===== config.mk =====
export PLATFORM = sky130hd
export DESIGN_NAME = piso_serializer
export DESIGN_NICKNAME = d
export VERILOG_FILES = /design/src/rtl/piso_serializer.sv
export SDC_FILE = /design/constraint.sdc
export NUM_CORES = 1
export LEC_CHECK = 0
export ABC_AREA = 0
export BUFFER_PORTS_ARGS = -buffer_cell sky130_fd_sc_hd__buf_4
export CAP_MARGIN = 10
export CORE_MARGIN = 4
export CORE_UTILIZATION = 49
export CTS_CLUSTER_SIZE = 28
export DETAILED_ROUTE_END_ITERATION = 7
export GPL_TIMING_DRIVEN = 0
export PLACE_DENSITY = 0.75
export SLEW_MARGIN = 20
export SYNTH_ARGS = -nofsm -noshare
export SYNTH_HDL_FRONTEND = slang
export SYNTH_SLANG_ARGS = --single-unit

===== constraint.sdc =====
create_clock -name clk -period 1.7 [get_ports clk]
set_clock_uncertainty 0.15 [all_clocks]
set_input_delay 0.17 -clock clk [delete_from_list [all_inputs] [get_ports clk]]
set_output_delay 0.17 -clock clk [all_outputs]
set_load 0.01 [all_outputs]

===== src/rtl/piso_serializer.sv =====
// Parallel-in, serial-out serializer with valid/ready on both sides.
// Per-word frame length and bit order; zero-bubble back-to-back frames.
module piso_serializer #(
    parameter int DATA_WIDTH = 16,
    parameter int LANES      = 1,
    parameter int BEATS      = DATA_WIDTH / LANES,
    parameter int LEN_W      = $clog2(BEATS + 1)
) (
    input  logic                  clk,
    input  logic                  reset,
    input  logic [DATA_WIDTH-1:0] din,
    input  logic [LEN_W-1:0]      din_len,
    input  logic                  din_msb_first,
    input  logic                  din_valid,
    output logic                  din_ready,
    output logic [LANES-1:0]      dout,
    output logic                  dout_valid,
    output logic                  dout_last,
    input  logic                  dout_ready,
    output logic                  busy
);

    localparam logic [0:0] IDLE  = 1'b0;
    localparam logic [0:0] SHIFT = 1'b1;

    localparam logic [LEN_W-1:0] BEATS_L = LEN_W'(BEATS);
    localparam logic [LEN_W-1:0] ONE_L   = LEN_W'(1);

    logic [0:0]            state, state_n;
    logic [DATA_WIDTH-1:0] shreg, shreg_n;
    logic [LEN_W-1:0]      remaining, remaining_n;
    logic                  msb_first, msb_first_n;
    logic [LEN_W-1:0]      eff_len;
    logic                  load, xfer;
    logic                  valid_n;
    logic [LANES-1:0]      dout_n;
    logic                  last_n;

    assign din_ready = !reset && ((state == IDLE) || (state == SHIFT && dout_last && dout_ready));
    assign load      = din_valid && din_ready;
    assign xfer      = dout_valid && dout_ready;
    assign busy      = dout_valid;

    assign eff_len = (din_len == '0 || din_len > BEATS_L) ? BEATS_L : din_len;

    // Outputs are registered, so the next beat is derived from the next shift-register contents.
    always_comb begin
        state_n     = state;
        shreg_n     = shreg;
        remaining_n = remaining;
        msb_first_n = msb_first;
        if (load) begin
            state_n     = SHIFT;
            shreg_n     = din;
            remaining_n = eff_len;
            msb_first_n = din_msb_first;
        end else if (xfer) begin
            shreg_n     = msb_first ? (shreg << LANES) : (shreg >> LANES);
            remaining_n = remaining - ONE_L;
            if (remaining == ONE_L) begin
                state_n = IDLE;
            end
        end

        valid_n = (state_n == SHIFT);
        dout_n  = '0;
        last_n  = 1'b0;
        if (valid_n) begin
            dout_n = msb_first_n ? shreg_n[DATA_WIDTH-1 -: LANES] : shreg_n[LANES-1:0];
            last_n = (remaining_n == ONE_L);
        end
    end

    always_ff @(posedge clk or posedge reset) begin
        if (reset) begin
            state      <= IDLE;
            shreg      <= '0;
            remaining  <= '0;
            msb_first  <= 1'b0;
            dout       <= '0;
            dout_valid <= 1'b0;
            dout_last  <= 1'b0;
        end else begin
            state      <= state_n;
            shreg      <= shreg_n;
            remaining  <= remaining_n;
            msb_first  <= msb_first_n;
            dout       <= dout_n;
            dout_valid <= valid_n;
            dout_last  <= last_n;
        end
    end

endmodule


==> results of run 1 <==
## worst register-to-register path, stage by stage (launching register included)
cell	delay (ns)
dfrtp_1	0.45
buf_6	0.16
a21bo_4	0.20
nand2_4	0.08
or4_4	0.51
a2111oi_4	0.29
## registers in the layout, summed over array words and instances (netlist names)
name and cells:
state 1, dout 1, remaining 5, shreg 16, msb_first 1, dout_last 1
## power by group through the flow
stage | clock [mW] | combinational (mW) | sequential (mW)
after detailed placement | 0 | 1.39 | 1.07
after global placement | 0 | 1.33 | 1.06
after CTS | 0.278 | 1.59 | 1.05
after floorplan | 0 | 1.05 | 1.02
final | 0.281 | 1.67 | 1.07
after global routing | 0.310 | 1.83 | 1.09
## cells by family after synthesis
| group | after synthesis | synth area share, % |
|---|---|---|
| AND/OR/NAND/NOR | 55 | 18.2 |
| AO/OA/AOI/OAI | 52 | 22.0 |
| flip-flops | 25 | 40.9 |
| buffers and inverters | 17 | 5.40 |
| multiplexers | 15 | 9.82 |
| adder cells (fa/ha/maj) | 3 | 2.46 |
| XOR/XNOR | 2 | 1.15 |
## layout by cell type (no fill, tap or decap), drive strengths merged, types with 2 or more instances in the layout
master	netlist	layout
a21boi	2	2
a21oi	17	17
a221o	2	2
buf	6	37
clkbuf	6	11
dfrtp	25	25
dlygate4sd3	0	21
ha	3	3
inv	5	4
mux2i	15	15
nand2	18	18
nand3	4	4
nand3b	2	2
nor2	18	18
nor3	2	2
o21ai	19	19
o32ai	2	2
or2	2	2
or4	3	3
xor2	2	2
## layout make-up
cell class / instances / area [um^2]
plain buffers: 12 / 80.1
flip-flops and latches: 25 / 626
inverters: 5 / 18.8
repair buffers: 53 / 462
clock buffers: 4 / 26.3
well taps: 44 / 55.1
fillers: 217 / 856
multi-input cells: 127 / 905
## layer usage
layer | GRT usage (%) | vias to the layer above | share of wire, %
met5 | 0 | - | 0
met4 | 4.85 | 0 | 0.37
met3 | 3.16 | 2 | 4.8
met2 | 36.6 | 45 | 52
met1 | 26.8 | 734 | 42
li1 | - | 716 | -
## worst max path at each step
stage                               start                   to  depth (start not counted)
after CTS                      din_len[0]  dout_last$_DFF_PP0_                          6
after global routing      state$_DFF_PP0_  dout_last$_DFF_PP0_                          5
after global placement         din_len[0]  dout_last$_DFF_PP0_                          6
final                          din_len[0]  dout_last$_DFF_PP0_                          6
after floorplan                din_len[0]  dout_last$_DFF_PP0_                          5
after detailed placement       din_len[0]  dout_last$_DFF_PP0_                          6
## cell usage after synthesis, types with 2 or more instances
cell type / n
nand3_1: 4
nor3_1: 2
inv_1: 5
nand2_1: 17
mux2i_1: 15
or4_1: 2
buf_2: 3
nor2_1: 18
nand3b_1: 2
o32ai_1: 2
ha_1: 3
o21ai_0: 18
dfrtp_1: 25
xor2_1: 2
clkbuf_1: 5
a21oi_1: 17
## per-stage QoR
stage               instances  setup slack (ns)
floorplan                 169            -0.397
global route              270            -0.293
CTS                       270            -0.224
finish                    270            -0.220
detailed placement        242            -0.600
global placement          242            -0.587
## what timing repair did
| item | in CTS | in global routing |
|---|---|---|
| hold buffers | 21 | 0 |
| setup buffers | 3 | 0 |
| pin swaps | 1 | 1 |
| hold endpoints to repair | 45 | 0 |
| gates resized for setup | 18 | 8 |
| endpoints found under the setup margin | 19 | 19 |
==> out/qor.csv, run 1 <==
metric,value,unit
status,finished with violations,
violations in the final reports,setup timing,
Hold Slack,0.0480,ns
crit-path cells,buf_6 > or4_4 > ha_4 > or2b_1 > or4_4 > a2111oi_4,
Fin Setup TNS,-0.320,ns
"Clk pin slew, worst setup/hold paths",0.13,ns
max-slew violations,0,
Post-synth ARST share,100,%
CP Buf/Inv Count,1,
share of cells above drive strength 1,30.5,%
DRT Pass-1 Iters,4,
largest net degree at the start of global routing,26,
top post-synthesis cells by area,"dfrtp_1 41%, mux2i_1 9.8%, o21ai_0 5.9%",
CP max stage cell,or4_4,
Via-to-Cell Ratio,5.54,
switching power of the nets,1.25,mW
Core ar.,3030,um^2
"Net Count, Synth",198,
total grt overflow,0,
die area,4080,um^2
Hold Path Depth,3,
Util after Layout,71.7,%
CP most frequent cell,or4_4,
"Top FF cell, synth",dfrtp_1,
H-tree levels,1,
"Min Clock Period, post-route",1.92,ns
Initial DRC Count,86,
Syn Area/Cell,9.05,um^2
Yosys warnings,0,
FF-to-FF End,dout_last$_DFF_PP0_,
Row Count,20,
Detail Route Antenna Nets,0,
Final Wtd Congestion,0.794,
Pwr Density,1390,nW/um^2
Hold EP,remaining[3]$_DFF_PP0_,
Inserted Diodes,0,
final net count,256,
Post-Route WL,4.08,mm
CTS tree,built,
total power,3.02,mW
unrepaired setup endpoints after global routing,yes,
synthesis-to-layout area growth,42.1,%
"Data arrival, critical path",2.00,ns
total clock sinks,25,
Pint,1.77,mW
Synth Cell Area,1530,um^2
Worst R2R Start,state$_DFF_PP0_,
total CTS buffers,3,
Synth top area share,40.9,%
Finished Cell Area,2170,um^2
Fin. Hold Viols,0,
Post-DP Area,1820,um^2
Tcrit/Tclk final,113,%
fmax,0.521,GHz
Switching Fraction,41.4,%
CP Max Fanout,4,
Synth area leader,dfrtp_1,
Max-cap violations,0,
reg2reg path depth,5,
Hold Startpoint,din_len[3],
Worst setup SP type,primary input,
clock tree buffer depth,2,
drc violations,0,
WP data required,1.78,ns
Logic pwr share,55.4,%
wire length per cell,15.1,um
relative max-transition margin,39.2,%
Worst Tran Pin Value,0.907,ns
initial antenna violation count,0,
worst skew pair latency,0.33,ns
Cell variety after synth,45,
Starting Density,50.5,%
crit end category,flop,
Final setup viols,3,
Post-synth EDFFs,0,
global-route wire length before repair,6.93,mm
worst hold path class,primary input to flop,
Pleak,0.948,nW
clock root buffer,clkbuf_4,
DP HPWL,2.67,mm
vias,1497,
Chip Width,63.9,um
reg2reg setup slack,-0.22,ns
Seq cells post-synth,25,
CP max stage delay,0.54,ns
PortBufs,29,
vias in the first global route,1562,
"Worst Setup Slack, final",-0.220,ns
io pins,31,
cells after synthesis,169,
clock share of power,9.3,%
family with the most delay on the worst path,simple AND/OR/NAND/NOR gates,
sequential power share,35.3,%
sequential area share after synthesis,40.9,%
"Worst Path Class, Setup",primary input to flop,
worst vdd ir,0.000664,V
Die Ht,63.9,um
Global Route Usage Sum,20.9,%
Note: power is estimated with default switching activity, not from simulation.
==> inputs of run 2 (changes only) <==
--- a/config.mk
+++ b/config.mk
@@ -10,7 +10,7 @@
 export CAP_MARGIN = 10
 export CORE_MARGIN = 4
 export CORE_UTILIZATION = 49
-export CTS_CLUSTER_SIZE = 28
+export CTS_CLUSTER_SIZE = 25
 export DETAILED_ROUTE_END_ITERATION = 7
 export GPL_TIMING_DRIVEN = 0
 export PLACE_DENSITY = 0.75
==> constraint.sdc (replaced) <==
create_clock -name clk -period 1.7 [get_ports clk]
set_clock_uncertainty 0.15 [all_clocks]
set_input_delay 0 -clock clk [delete_from_list [all_inputs] [get_ports clk]]
set_output_delay 0 -clock clk [all_outputs]
set_load 0.01 [all_outputs]
==> run 2 against run 1 <==
The flow still finishes with violations (setup timing). Critical endpoint unchanged. First-iteration DRC count rose by 57%. Non-clock buffer count rose by 7. Power grew 4.5%.
==> out/qor.csv, run 2 (synthesis gave the netlist of run 1 again) <==
metric,value,unit,change
Via-to-Cell Ratio,5.64,,+1.8%
Largest Register,shreg,,
final net count,263,,+2.7%
Hold Path Depth,4,,+1
max-slew violations,0,,unchanged
Worst setup SP type,flop,,
Post-Route WL,4.27,mm,+4.6%
CP Max Fanout,5,,+1
relative max-transition margin,38.5,%,-0.67 points
Hold EP,remaining[3]$_DFF_PP0_,,
WP data required,1.78,ns,about the same
wire length per cell,15.4,um,+2.0%
Global Route Usage Sum,22.1,%,+1.2 points
area of the multi-input gates,922,um^2,+1.9%
violations in the final reports,setup timing,,
drc violations,0,,unchanged
CP max stage delay,0.39,ns,-0.15 ns
Pleak,0.984,nW,+3.8%
Filler Cells Inserted,206,,-5.1%
Final Wtd Congestion,0.794,,unchanged
Post-DP Area,1820,um^2,unchanged
Tcrit/Tclk final,108,%,-5.3 points
fmax,0.546,GHz,+4.9%
GR peak layer,met2,,
reg2reg setup slack,-0.13,ns,+0.09 ns
sequential cell area,626,um^2,unchanged
io pins,31,,unchanged
Core ar.,3030,um^2,unchanged
worst hold path class,primary input to flop,,
Row Count,20,,unchanged
crit end category,flop,,
Starting Density,50.5,%,unchanged
Finished Cell Area,2240,um^2,+3.1%
H-tree levels,1,,unchanged
clock tree buffer depth,2,,unchanged
worst vdd ir,0.000716,V,+7.8%
CTS tree,built,,
Final setup viols,3,,unchanged
Worst Tran Pin Value,0.917,ns,+0.00999 ns
CP max stage cell,dfrtp_1,,
Initial DRC Count,135,,+57%
GR Layer Usage met2,37.5,%,+0.90 points
Detail Route Antenna Nets,0,,unchanged
Fin. Hold Viols,0,,unchanged
Inserted Diodes,0,,unchanged
Chip Width,63.9,um,unchanged
clock root buffer,clkbuf_4,,
initial antenna violation count,0,,unchanged
GRT met1 Usage,28.7,%,+1.9 points
Pwr Density,1410,nW/um^2,+1.3%
PortBufs,29,,unchanged
reg2reg path depth,5,,unchanged
max reg flops,16,,unchanged
worst skew pair latency,0.33,ns,about the same
"Data arrival, critical path",1.91,ns,-0.09 ns
synthesis-to-layout area growth,46.5,%,
most frequent cells in the layout,"42 x buf_4, 25 x dfrtp_1, 22 x dlygate4sd3_1",,
FF-to-FF End,dout_last$_DFF_PP0_,,
DRT Pass-1 Iters,4,,unchanged
total grt overflow,0,,unchanged
vias in the first global route,1594,,+2.0%
largest registers,"shreg (16), remaining (5)",,
DP HPWL,2.67,mm,unchanged
die area,4080,um^2,unchanged
status,finished with violations,,
"Worst Path Class, Setup",flop to flop,,
"Min Clock Period, post-route",1.83,ns,-0.0900 ns
share of cells above drive strength 1,33.5,%,+2.9 points
Max-cap violations,0,,unchanged
crit-path cells,buf_6 > nand2_1 > a211oi_1 > o211ai_1 > a2111oi_4,,
Die Ht,63.9,um,unchanged
"Clk pin slew, worst setup/hold paths",0.14,ns,about the same
"Worst Setup Slack, final",-0.130,ns,+0.0900 ns
total clock sinks,25,,unchanged
total CTS buffers,3,,unchanged
Hold Startpoint,din_len[3],,
Hold Slack,0.0163,ns,-0.0317 ns
"commonest non-fill, non-tap cell in the layout",buf_4,,
vias,1563,,+4.4%
unrepaired setup endpoints after global routing,yes,,
largest net degree at the start of global routing,26,,unchanged
routing usage on met3,2.81,%,-0.35 points
global-route wire length before repair,7.25,mm,+4.6%
Worst R2R Start,state$_DFF_PP0_,,
run 2: changes by cell type in the layout (fill, tap and decap cells not counted), sizes merged:
cell / before / now
buf: 37 / 46
clkbuf: 11 / 8
dlygate4sd3: 21 / 22
run 2: worst max path at each step:
| stage | slack, ns | cells after the start | start | end |
|---|---|---|---|---|
| 2_1_floorplan | -0.23 | 5 | din_len[0] | dout_last$_DFF_PP0_ |
| 6_report | -0.13 | 5 | state$_DFF_PP0_ | dout_last$_DFF_PP0_ |
| 3_5_place_dp | -0.43 | 6 | din_len[0] | dout_last$_DFF_PP0_ |
| 4_1_cts | -0.1 | 5 | state$_DFF_PP0_ | dout_last$_DFF_PP0_ |
| 5_1_grt | -0.19 | 5 | state$_DFF_PP0_ | dout_last$_DFF_PP0_ |
| 3_3_place_gp | -0.42 | 6 | din_len[0] | dout_last$_DFF_PP0_ |
run 2: routing by layer:
layer  routed length, um  vias up
met1                1720      757
met3                 249        8
li1                    -      727
met2                2210       71
met4                  86        0
met5                   0        -
run 2: cell type report:
type | count | share of cell area (%)
buffer | 11 | 3.52
tap | 44 | 2.46
timing repair buffer | 61 | 22.9
sequential | 25 | 27.9
clock buffer | 4 | 1.17
inverter | 5 | 0.838
multi-input combinational | 127 | 41.2
run 2: per-stage QoR:
step	utilization (%)	power [mW]	std cells	TNS, ns	setup slack, ns
2_1_floorplan	-	2.07	169	-0.227	-0.227
3_3_place_gp	60.0	2.39	242	-2.50	-0.417
3_5_place_dp	60.0	2.46	242	-3.11	-0.430
4_1_cts	72.3	3.01	278	-0.191	-0.0977
5_1_grt	74.0	3.38	277	-0.665	-0.194
6_report	74.0	3.16	277	-0.255	-0.130
run 2: what timing repair did:
action	in CTS	in global routing
endpoints found under the setup margin	19	21
setup buffers	10	0
resized for setup	15	16
endpoints found under the hold margin	48	0
pin swaps	2	3
hold buffers	22	0
run 2: critical path, delay by kind of cell (launching register included):
family                 cells  cell delay, ns
AND/OR/NAND/NOR            1            0.13
flip-flops                 1            0.39
AO/OA/AOI/OAI              3            0.95
buffers and inverters      1            0.12
run 2: where the power goes:
| group | total [mW] | switching, mW | internal, mW |
|---|---|---|---|
| registers | 1.09 | 0.244 | 0.846 |
| clock network | 0.281 | 0.189 | 0.0919 |
| logic | 1.78 | 0.873 | 0.911 |
| total | 3.16 | 1.31 | 1.85 |
==> inputs of run 3 (changes only) <==
--- a/config.mk
+++ b/config.mk
@@ -9,11 +9,11 @@
 export BUFFER_PORTS_ARGS = -buffer_cell sky130_fd_sc_hd__buf_4
 export CAP_MARGIN = 10
 export CORE_MARGIN = 4
-export CORE_UTILIZATION = 49
+export CORE_UTILIZATION = 55
 export CTS_CLUSTER_SIZE = 25
 export DETAILED_ROUTE_END_ITERATION = 7
 export GPL_TIMING_DRIVEN = 0
-export PLACE_DENSITY = 0.75
+export PLACE_DENSITY = 0.86
 export SLEW_MARGIN = 20
 export SYNTH_ARGS = -nofsm -noshare
 export SYNTH_HDL_FRONTEND = slang
==> constraint.sdc (replaced) <==
create_clock -name clk -period 2.3 [get_ports clk]
set_clock_uncertainty 0.15 [all_clocks]
set_input_delay 0 -clock clk [delete_from_list [all_inputs] [get_ports clk]]
set_output_delay 0 -clock clk [all_outputs]
set_load 0.01 [all_outputs]
==> run 3 against run 2 <==
The flow now finishes without violations. Fmax down 7.1%. Power down 35%. Critical endpoint unchanged. Largest power group unchanged. Flip-flop and latch count unchanged. Worst hold slack better by 0.014 ns.
==> out/qor.csv, run 3 (synthesis gave the netlist of run 1 again) <==
metric,value,unit,change
status,"complete, no violations",,
fmax,0.508,GHz,-7.1%
Pwr Density,1010,nW/um^2,-29%
Fin Setup TNS,0,ns,+0.255 ns
Fin. Hold Viols,0,,unchanged
Worst R2R Start,state$_DFF_PP0_,,
clock root buffer,clkbuf_4,,
Die Ht,60.7,um,-4.9%
relative max-transition margin,37.3,%,-1.2 points
Row Count,18,,-10%
Post-Route WL,3.90,mm,-8.6%
H-tree levels,1,,unchanged
Hold Path Depth,4,,unchanged
io pins,31,,unchanged
max reg flops,16,,unchanged
CTS tree,built,,
Worst setup SP type,flop,,
Inserted Diodes,0,,unchanged
wire length per cell,15.3,um,-0.74%
FF-to-FF End,dout_last$_DFF_PP0_,,
CP max stage delay,0.49,ns,+0.10 ns
worst vdd ir,0.000728,V,+1.7%
die area,3690,um^2,-9.6%
Detail Route Antenna Nets,0,,unchanged
max-slew violations,0,,unchanged
drc violations,0,,unchanged
Hold EP,remaining[3]$_DFF_PP0_,,
Worst Tran Pin Value,0.940,ns,+0.0229 ns
"Min Clock Period, post-route",1.97,ns,+0.139 ns
reg2reg setup slack,0.33,ns,+0.46 ns
PortBufs,29,,unchanged
Finished Layout Cells,255,,-7.9%
Filler Cells Inserted,189,,-8.3%
total grt overflow,0,,unchanged
total CTS buffers,3,,unchanged
WP data required,2.36,ns,+0.58 ns
CP Max Fanout,10,,+5
worst skew pair latency,0.32,ns,about the same
crit end category,flop,,
Starting Density,59.6,%,+9.1 points
"Worst Path Class, Setup",flop to flop,,
CP max stage cell,or4_4,,
Global Route Usage Sum,23.0,%,+0.92 points
# resized after CTS,0,,-15
Placed Instances,228,,-5.8%
worst hold path class,primary input to flop,,
Tcrit/Tclk final,85.6,%,-22 points
crit-path cells,buf_6 > a21bo_4 > nand2_4 > or4_4 > a2111oi_2,,
clock tree buffer depth,2,,unchanged
"Data arrival, critical path",2.03,ns,+0.12 ns
setup bufs post-CTS,0,,-10
"commonest non-fill, non-tap cell in the layout",buf_4,,
Final setup viols,0,,-3
share of cells above drive strength 1,22.7,%,-11 points
Initial DRC Count,75,,-44%
"Clk pin slew, worst setup/hold paths",0.13,ns,about the same
total clock sinks,25,,unchanged
unrepaired setup endpoints after global routing,no,,
DP HPWL,2.60,mm,-2.5%
synthesis-to-layout area growth,33.6,%,
largest registers,"shreg (16), remaining (5)",,
Finished Cell Area,2040,um^2,-8.8%
DRT Pass-1 Iters,4,,unchanged
Pleak,0.918,nW,-6.8%
Max-cap violations,0,,unchanged
Final Wtd Congestion,0.811,,+2.2%
vias,1441,,-7.8%
Chip Width,60.7,um,-4.9%
global-route wire length before repair,6.40,mm,-12%
reg2reg path depth,5,,unchanged
Core ar.,2570,um^2,-15%
Post-DP Area,1780,um^2,-1.9%
final net count,255,,-3.0%
vias in the first global route,1455,,-8.7%
Hold Startpoint,din_len[4],,
Via-to-Cell Ratio,5.65,,+0.15%
most frequent cells in the layout,"30 x buf_4, 25 x dfrtp_1, 23 x dlygate4sd3_1",,
initial antenna violation count,0,,unchanged
Largest Register,shreg,,
largest net degree at the start of global routing,26,,unchanged
-- run 3: cell type report --
type	instances	area [um^2]	share of cell area (%)
Buffer	12	63.8	3.12
Clock buffer	3	22.5	1.10
Clock inverter	1	5.00	0.245
Inverter	5	18.8	0.919
Multi-Input combinational cell	127	821	40.2
Sequential cell	25	626	30.6
Tap cell	30	37.5	1.84
Timing Repair Buffer	52	448	21.9
-- run 3: how the worst max path moves through the flow --
stage / from / endpoint / slack [ns] / cells after the start
after floorplan: din_len[0] / dout_last$_DFF_PP0_ / 0.25 / 5
after global placement: din_len[0] / dout_last$_DFF_PP0_ / 0.07 / 6
after detailed placement: din_len[0] / dout_last$_DFF_PP0_ / 0.01 / 6
after CTS: state$_DFF_PP0_ / dout_last$_DFF_PP0_ / 0.33 / 5
after global routing: state$_DFF_PP0_ / shreg[11]$_DFFE_PP0P_ / 0.19 / 6
final: state$_DFF_PP0_ / dout_last$_DFF_PP0_ / 0.33 / 5
-- run 3: metrics by stage --
stage,hold WS [ns],util (%),power [mW],setup WS (ns)
floorplan,-0.123,-,1.53,0.246
global placement,0.0508,69.5,1.75,0.0715
detailed placement,0.0563,69.5,1.80,0.0102
CTS,0.0181,79.5,2.03,0.329
global route,0.0344,79.5,2.20,0.190
finish,0.0303,79.5,2.06,0.330
-- run 3: timing repair --
action                                  in CTS  in global routing
endpoints found under the hold margin       48                  0
endpoints found under the setup margin       0                  0
hold buffers                                23                  0
-- run 3: layer usage --
| metal | vias to the layer above | GRT usage, % | wire length, um |
|---|---|---|---|
| li1 | 714 | - | - |
| met1 | 688 | 29.0 | 1750 |
| met2 | 35 | 41.4 | 1960 |
| met3 | 4 | 2.55 | 153 |
| met4 | 0 | 6.50 | 36 |
| met5 | - | 0 | 0 |
-- run 3: worst max-delay path: cells and delay by family, from the launching register on --
kind	cells	cell delay, ns
AND/OR/NAND/NOR	2	0.57
AO/OA/AOI/OAI	2	0.56
flip-flops	1	0.44
buffers and inverters	1	0.15
-- run 3: report_power, final --
part / total (mW) / switching, mW / leakage, nW / internal [mW]
combinational: 1.07 / 0.555 / 0.583 / 0.512
clock: 0.199 / 0.134 / 0.0177 / 0.0651
sequential: 0.790 / 0.164 / 0.317 / 0.626
